File: src/rtl/bit_serial_fa_sequencer.sv
// rtl/bit_serial_fa_sequencer.sv - LSB-first sequencer driving a latency-FA_LAT 1-bit full adder
// Feeds operand bits one per FA_LAT cycles and routes the adder's cout back as the next carry-in.
module bit_serial_fa_sequencer #(
  parameter int W      = 8,
  parameter int FA_LAT = 4
) (
  input  logic         clk,
  input  logic         rst_n,
  input  logic         in_valid,
  output logic         in_ready,
  input  logic [W-1:0] in_a,
  input  logic [W-1:0] in_b,
  input  logic         in_cin,
  output logic         out_valid,
  input  logic         out_ready,
  output logic [W-1:0] out_sum,
  output logic         out_cout,
  output logic         fa_a,
  output logic         fa_b,
  output logic         fa_c,
  input  logic         fa_s,
  input  logic         fa_cout,
  output logic         busy
);

  localparam int CW = $clog2(FA_LAT + 1);
  localparam int KW = (W > 1) ? $clog2(W) : 1;
  localparam logic [CW-1:0] LP_CNT_RELOAD = CW'(FA_LAT);
  localparam logic [KW-1:0] LP_K_LAST     = KW'(W - 1);

  typedef enum logic [1:0] {ST_IDLE, ST_RUN, ST_DONE} state_t;

  state_t        r_state;
  state_t        w_state_next;
  logic [W-1:0]  r_a;
  logic [W-1:0]  r_b;
  logic [W-1:0]  r_sum;
  logic [KW-1:0] r_k;
  logic [CW-1:0] r_cnt;
  logic          w_accept;
  logic          w_sample;
  logic          w_last;
  logic          w_release;
  logic [W-1:0]  w_sum_shift;

  always_ff @(posedge clk or negedge rst_n) begin
    if (!rst_n) begin
      r_state <= ST_IDLE;
    end else begin
      r_state <= w_state_next;
    end
  end

  always_comb begin
    w_state_next = r_state;
    in_ready     = 1'b0;
    busy         = 1'b0;
    w_accept     = 1'b0;
    w_sample     = 1'b0;
    w_release    = 1'b0;
    w_last       = (r_k == LP_K_LAST);
    case (r_state)
      ST_IDLE: begin
        in_ready = 1'b1;
        w_accept = in_valid;
        if (in_valid) w_state_next = ST_RUN;
      end
      ST_RUN: begin
        busy     = 1'b1;
        w_sample = (r_cnt == CW'(1));
        if (w_sample && w_last) w_state_next = ST_DONE;
      end
      ST_DONE: begin
        w_release = out_ready;
        if (out_ready) w_state_next = ST_IDLE;
      end
      default: w_state_next = ST_IDLE;
    endcase
  end

  // New sum bit enters at the MSB so bit 0 lands at the LSB after W samples.
  assign w_sum_shift = (r_sum >> 1) | (W'(fa_s) << (W - 1));

  always_ff @(posedge clk or negedge rst_n) begin
    if (!rst_n) begin
      r_a       <= '0;
      r_b       <= '0;
      r_sum     <= '0;
      r_k       <= '0;
      r_cnt     <= '0;
      fa_a      <= 1'b0;
      fa_b      <= 1'b0;
      fa_c      <= 1'b0;
      out_sum   <= '0;
      out_cout  <= 1'b0;
      out_valid <= 1'b0;
    end else if (w_accept) begin
      // Bit 0 goes straight to the adder; the remaining bits wait in r_a/r_b.
      r_a   <= in_a >> 1;
      r_b   <= in_b >> 1;
      r_sum <= '0;
      r_k   <= '0;
      r_cnt <= LP_CNT_RELOAD;
      fa_a  <= in_a[0];
      fa_b  <= in_b[0];
      fa_c  <= in_cin;
    end else if (r_state == ST_RUN) begin
      if (w_sample) begin
        r_sum <= w_sum_shift;
        if (w_last) begin
          out_sum   <= w_sum_shift;
          out_cout  <= fa_cout;
          out_valid <= 1'b1;
          fa_a      <= 1'b0;
          fa_b      <= 1'b0;
          fa_c      <= 1'b0;
        end else begin
          fa_a  <= r_a[0];
          fa_b  <= r_b[0];
          fa_c  <= fa_cout;
          r_a   <= r_a >> 1;
          r_b   <= r_b >> 1;
          r_k   <= r_k + KW'(1);
          r_cnt <= LP_CNT_RELOAD;
        end
      end else begin
        r_cnt <= r_cnt - CW'(1);
      end
    end else if (w_release) begin
      out_valid <= 1'b0;
    end
  end

endmodule
File: config.mk
export PLATFORM = sky130hd
export DESIGN_NAME = bit_serial_fa_sequencer
export DESIGN_NICKNAME = d
export VERILOG_FILES = /design/src/rtl/bit_serial_fa_sequencer.sv
export SDC_FILE = /design/constraint.sdc
export NUM_CORES = 1
export LEC_CHECK = 0
export ABC_AREA = 1
export CAP_MARGIN = 5
export CORE_ASPECT_RATIO = 0.5
export CORE_MARGIN = 2
export CORE_UTILIZATION = 50
export DETAILED_ROUTE_END_ITERATION = 8
export PLACE_DENSITY = 0.78
export SYNTH_ARGS = -nofsm -noshare
export SYNTH_HDL_FRONTEND = slang
export SYNTH_SLANG_ARGS = --single-unit
File: constraint.sdc
create_clock -name clk -period 3.7 [get_ports clk]
set_input_delay 0.37 -clock clk [delete_from_list [all_inputs] [get_ports clk]]
set_output_delay 0.37 -clock clk [all_outputs]
set_load 0.005 [all_outputs]
# After elaboration in Yosys (flattened, before gate mapping)
# Index checks and enable logic that the tools add are counted.
dict set report classes {
  addsub 2
  eq_ne 11
  mux 44
  bitwise 2
  reduce_logical 11
}
# operator count
set op_table {}
lappend op_table {{$mux 8} 11}
lappend op_table {{$mux 3} 8}
lappend op_table {{$mux 1} 21}
lappend op_table {{$ne 2x2->1 const B} 6}
lappend op_table {{$or 7x8->8} 1}
lappend op_table {{$reduce_and 4->1} 2}
lappend op_table {{$mux 2} 3}
lappend op_table {{$pmux 2 s3} 1}
lappend op_table {{$reduce_and 3->1} 2}
lappend op_table {{$reduce_bool 2->1} 3}
lappend op_table {{$reduce_and 2->1} 2}
lappend op_table {{$add 3x1->3 const B} 1}
lappend op_table {{$eq 3x1->1 const B} 1}
lappend op_table {{$eq 3x3->1 const B} 1}
lappend op_table {{$ne 3x3->1 const B} 1}
lappend op_table {{$sub 3x1->3 const B} 1}
lappend op_table {{$eq 2x1->1 const B} 1}
lappend op_table {{$eq 2x2->1 const B} 1}
lappend op_table {{$logic_not 2->1} 1}
lappend op_table {{$logic_and 1x1->1} 1}
lappend op_table {{$not 1->1} 1}
dict set report totals {
  reg_bits 45
  inputBits 23
  out_inout_bits 15
  wordCells 82
}

# Logic depth before layout (Yosys ltp)
dict set report depth {
  depth_word 5
  ltp_mapped 9
  depth_no_buf 9
}

# Worst setup path after synthesis
# Ideal clock, no wire load.
dict set report synth_path {
  path_kind {reg2reg}
  startpoint {register r_cnt[1]}
  endpoint {register r_sum[5]}
  setup_time_ps 126
  arrival_time_ps 1290
  t_required_ps 3574
  path_slack_ps 2284
  stages_incl_launch_ff 9
  path_buffers 1
  synth_period_minus_slack_ps 1416
  path_cell_list {dfrtp_1 -> inv_1 -> ha_1 -> inv_1 -> nor2_1 -> nand2_2 -> nand2_1 -> buf_4 -> o21ai_0}
}
dict set report synth_via {
  elab_chain_cells 4
}
# element line
set synth_lines {}
lappend synth_lines {{start, declared} 39} ;# logic [CW-1:0] r_cnt;
lappend synth_lines {{start signal, assigned} 127} ;# r_cnt <= r_cnt - CW'(1);
lappend synth_lines {{$eq 3x1->1} 70} ;# w_sample = (r_cnt == CW'(1));
lappend synth_lines {{$mux 1} 62} ;# case (r_state)
lappend synth_lines {{$reduce_bool 2->1 (no line)} --}
lappend synth_lines {{$reduce_and 2->1 (no line)} --}
lappend synth_lines {{end signal, assigned} 109} ;# r_sum <= w_sum_shift;
lappend synth_lines {{end, declared} 37} ;# logic [W-1:0] r_sum;
# Every way passes these cells.
# A chain may end at the register's enable or synchronous reset.

# Worst setup path after layout
dict set report layout_path {
  startpoint {register r_state[1]}
  endpoint {output in_ready}
}
dict set report layout_via {
  elab_chain_cells 2
}
# element line
set layout_lines {}
lappend layout_lines {{start, declared} 33} ;# state_t r_state;
lappend layout_lines {{start signal, assigned} 50} ;# r_state <= w_state_next;
lappend layout_lines {{$logic_not 2->1} 62}
lappend layout_lines {{$mux 1} 62}
lappend layout_lines {{end, declared} 10} ;# output logic in_ready,
# Every way passes these cells.

==> impl_metrics.prom <==
# TYPE chip_impl_metric gauge
chip_impl_metric{name="synth.avg_cell_area",unit="um2"} 8.29
chip_impl_metric{name="cts.sinks",unit=""} 42
chip_impl_metric{name="layout_min_cycle_time",unit="ps"} 2130
chip_impl_metric{name="cp.required",unit="ps"} 3330
chip_impl_metric{name="power.density_cell_area",unit="mW/mm2"} 628
chip_impl_info{name="critical_path.startpoint_type",value="register"} 1
chip_impl_metric{name="grt_use_total",unit="%"} 18.8
chip_impl_metric{name="drtAntennaViolNets",unit=""} 0
chip_impl_info{name="hold_path_class",value="in -> async"} 1
chip_impl_metric{name="ctsHtreeMaxLevel",unit=""} 2
chip_impl_metric{name="grt_first_pass_wirelength",unit="mm"} 6.84
chip_impl_metric{name="finClkSkew",unit="ps"} 1.77
chip_impl_metric{name="grt_antenna_before_repair",unit=""} 0
chip_impl_metric{name="reg2regPathDepth",unit=""} 6
chip_impl_metric{name="drt_drc_violations_left",unit=""} 0
chip_impl_info{name="tritoncts",value="yes"} 1
chip_impl_metric{name="synth_warnings",unit=""} 0
chip_impl_metric{name="vdd.ir_drop.worst",unit="mV"} 0.237
chip_impl_info{name="crit-reg2reg-launch",value="r_state[1]"} 1
chip_impl_metric{name="floorplan.core_area",unit="mm2"} 0.00388
chip_impl_metric{name="total_power",unit="mW"} 1.56
chip_impl_metric{name="nets",unit=""} 306
chip_impl_metric{name="cts_hold_buffers",unit=""} 0
chip_impl_info{name="status",value="completed"} 1
chip_impl_metric{name="boundaryPins",unit=""} 38
chip_impl_metric{name="ys_types",unit=""} 20
chip_impl_metric{name="max_freq",unit="MHz"} 471
chip_impl_info{name="clockRootBuffer",value="sky130_fd_sc_hd__clkbuf_8"} 1
chip_impl_metric{name="worst_setup_slack_after_placement",unit="ps"} 1290
chip_impl_info{name="rsz_0062_raised_after_global_routing",value="false"} 1
chip_impl_info{name="worstSetupStartpoint",value="r_state[1]"} 1
chip_impl_metric{name="synthesis.nets",unit=""} 272
chip_impl_metric{name="drt_wl_total",unit="mm"} 3.95
chip_impl_metric{name="vias",unit=""} 1657
chip_impl_metric{name="share_of_synthesized_area_occupied_by_flip_flops_and_latches",unit="%"} 52.0
chip_impl_metric{name="clock_latency",unit="ps"} 290
chip_impl_metric{name="setup_tns",unit="ps"} 0
chip_impl_metric{name="grt_pass1_vias",unit=""} 1552
chip_impl_metric{name="critical_path.max_stage_delay",unit="ps"} 590
chip_impl_metric{name="rows",unit=""} 16
chip_impl_metric{name="final_critical_path_setup_slack",unit="ps"} 1570
chip_impl_metric{name="drt_pass1_iterations",unit=""} 4
chip_impl_metric{name="ff_latch_count_synth",unit=""} 42
chip_impl_metric{name="max-slew-margin-rel",unit="%"} 39.3
chip_impl_metric{name="drive_above_1_share",unit="%"} 6.45
chip_impl_metric{name="period_share",unit="%"} 57.4
chip_impl_metric{name="worst_ep_arrival_time",unit="ps"} 1760
chip_impl_metric{name="initial_core_util",unit="%"} 52.1
chip_impl_metric{name="detail_route.vias_per_cell",unit=""} 4.98
chip_impl_metric{name="hpwlAfterDp",unit="mm"} 2.70
chip_impl_metric{name="place.port_buffers",unit=""} 37
chip_impl_metric{name="timing_worst_slew_pin_value",unit="ps"} 911
chip_impl_metric{name="globalRoute.totalOverflow",unit=""} 0
chip_impl_metric{name="maxSlewViolCount",unit=""} 0
chip_impl_metric{name="floorplan.die_area",unit="mm2"} 0.00460
chip_impl_metric{name="synth_cells",unit=""} 244
chip_impl_metric{name="gpl.final_weighted_congestion",unit=""} 0.757
chip_impl_metric{name="cts-buffers-inserted",unit=""} 5
chip_impl_metric{name="floorplan.die.height",unit="um"} 49.0
chip_impl_info{name="crit_type",value="reg -> out"} 1
chip_impl_metric{name="cts_setup_buffers",unit=""} 0
chip_impl_metric{name="synthesis.area",unit="mm2"} 0.00202
chip_impl_metric{name="finalHoldViolations",unit=""} 0
chip_impl_metric{name="number_of_diodes",unit=""} 0
chip_impl_metric{name="grt_max_degree",unit=""} 43
chip_impl_metric{name="critical_path_peak_fanout",unit=""} 17
chip_impl_metric{name="flow.area_growth_from_synthesis",unit="%"} 22.6
chip_impl_info{name="worstSetupEndpointType",value="primary output"} 1
chip_impl_metric{name="detail_route.wl_per_cell",unit="um"} 11.9
chip_impl_metric{name="total_leakage_power",unit="nW"} 1.28
chip_impl_info{name="worstReg2RegEnd",value="fa_c"} 1
chip_impl_metric{name="worst-r2r-setup-slack",unit="ps"} 1680
chip_impl_info{name="timing.critical_path.cells",value="nor2_4, clkdlybuf4s50_1"} 1
chip_impl_metric{name="initialDrtViolationCount",unit=""} 75
chip_impl_metric{name="finalSetupViolations",unit=""} 0
chip_impl_metric{name="clock_path_buffers",unit=""} 2
chip_impl_info{name="crit_path_top_delay_cell",value="sky130_fd_sc_hd__clkdlybuf4s50_1"} 1
chip_impl_metric{name="die_w",unit="um"} 93.9
chip_impl_metric{name="cts.repair.resized",unit=""} 0
chip_impl_metric{name="maxCapViolCount",unit=""} 0
chip_impl_metric{name="clk_pin_slew",unit="ps"} 80
cell usage after synthesis (all sizes together):
master   count  area share (%)
dfrtp       42              52
o31ai        1            0.37
o22ai        6             1.9
clkbuf       1            0.19
buf         10             3.5
nand3b       1            0.99
nor2         9             2.5
inv         22             4.1
xnor2        1            0.43
o2bb2ai      1            0.43
ha           5             3.1
o21ai       11             2.7
nand2       94              18
nand3       40             9.9
cell families (layout without fill, tap and decap cells):
family / after synthesis / count (layout) / synth area share [%]
AO/OA/AOI/OAI: 19 / 19 / 5.38
XOR/XNOR: 1 / 1 / 0.433
adder cells (fa/ha/maj): 5 / 5 / 3.09
buffers and inverters: 33 / 68 / 7.73
flip-flops: 42 / 42 / 52.0
AND/OR/NAND/NOR: 144 / 144 / 31.4
area by class of cell:
type / instances / area, um2
flip-flops and latches: 42 / 1050
clock buffers: 7 / 86.3
clock inverters: 1 / 5.00
repair buffers: 38 / 373
fillers: 338 / 1400
well taps: 54 / 67.6
inverters: 22 / 82.6
multi-input cells: 169 / 815
cell usage in the layout, fill, tap and decap left out, drive strengths merged:
master / count
clkdlybuf4s50: 36
inv: 22
xnor2: 1
clkbuf: 7
clkinv: 1
ha: 5
nand2: 94
buf: 2
nor2: 9
o31ai: 1
nand3: 40
dfrtp: 42
nand3b: 1
o22ai: 6
o2bb2ai: 1
o21ai: 11
stage by stage:
step / hold slack (ps) / instance area [um2] / util [%] / std cells
3_3_place_gp: 464 / 2390 / 61.5 / 325
6_report: 205 / 2480 / 63.9 / 333
2_1_floorplan: 74.4 / 2020 / - / 244
5_1_grt: 290 / 2480 / 63.9 / 333
3_5_place_dp: 469 / 2390 / 61.5 / 325
4_1_cts: 242 / 2480 / 63.9 / 333
flip-flops by register name, indices dropped and copies added, names as in the netlist, 2 cells and up:
signal / cells
r_cnt: 3
out_sum: 8
r_k: 3
r_b: 7
r_a: 7
r_state: 2
r_sum: 7
per-layer routing:
| metal | up-vias | GRT usage [%] | wire [um] |
|---|---|---|---|
| met5 | - | 0 | 0 |
| met4 | 0 | 5.07 | 31 |
| met3 | 6 | 4.95 | 149 |
| met2 | 29 | 30.8 | 1860 |
| met1 | 781 | 25.0 | 1900 |
| li1 | 841 | - | - |
report_power, final:
group / internal (mW) / switching [mW] / total [mW] / leakage (nW)
Sequential: 0.598 / 0.0759 / 0.673 / 0.544
Clock: 0.151 / 0.150 / 0.301 / 0.0482
Combinational: 0.246 / 0.338 / 0.584 / 0.691
Total: 0.994 / 0.564 / 1.56 / 1.28
worst max-delay path: cells and delay by family (launching register included):
kind	cells	cell delay (ps)
simple gates	1	410
buf+inv	1	590
flops	1	470
worst max path at each step:
stage | to | slack, ps | cells after the start
after floorplan | r_sum[5] | 2280 | 8
after global placement | fa_b | 1390 | 6
after detailed placement | fa_c | 1290 | 6
after CTS | in_ready | 1590 | 2
after global routing | fa_c | 1330 | 6
final | in_ready | 1570 | 2
Power figures use the tool's default switching activity.
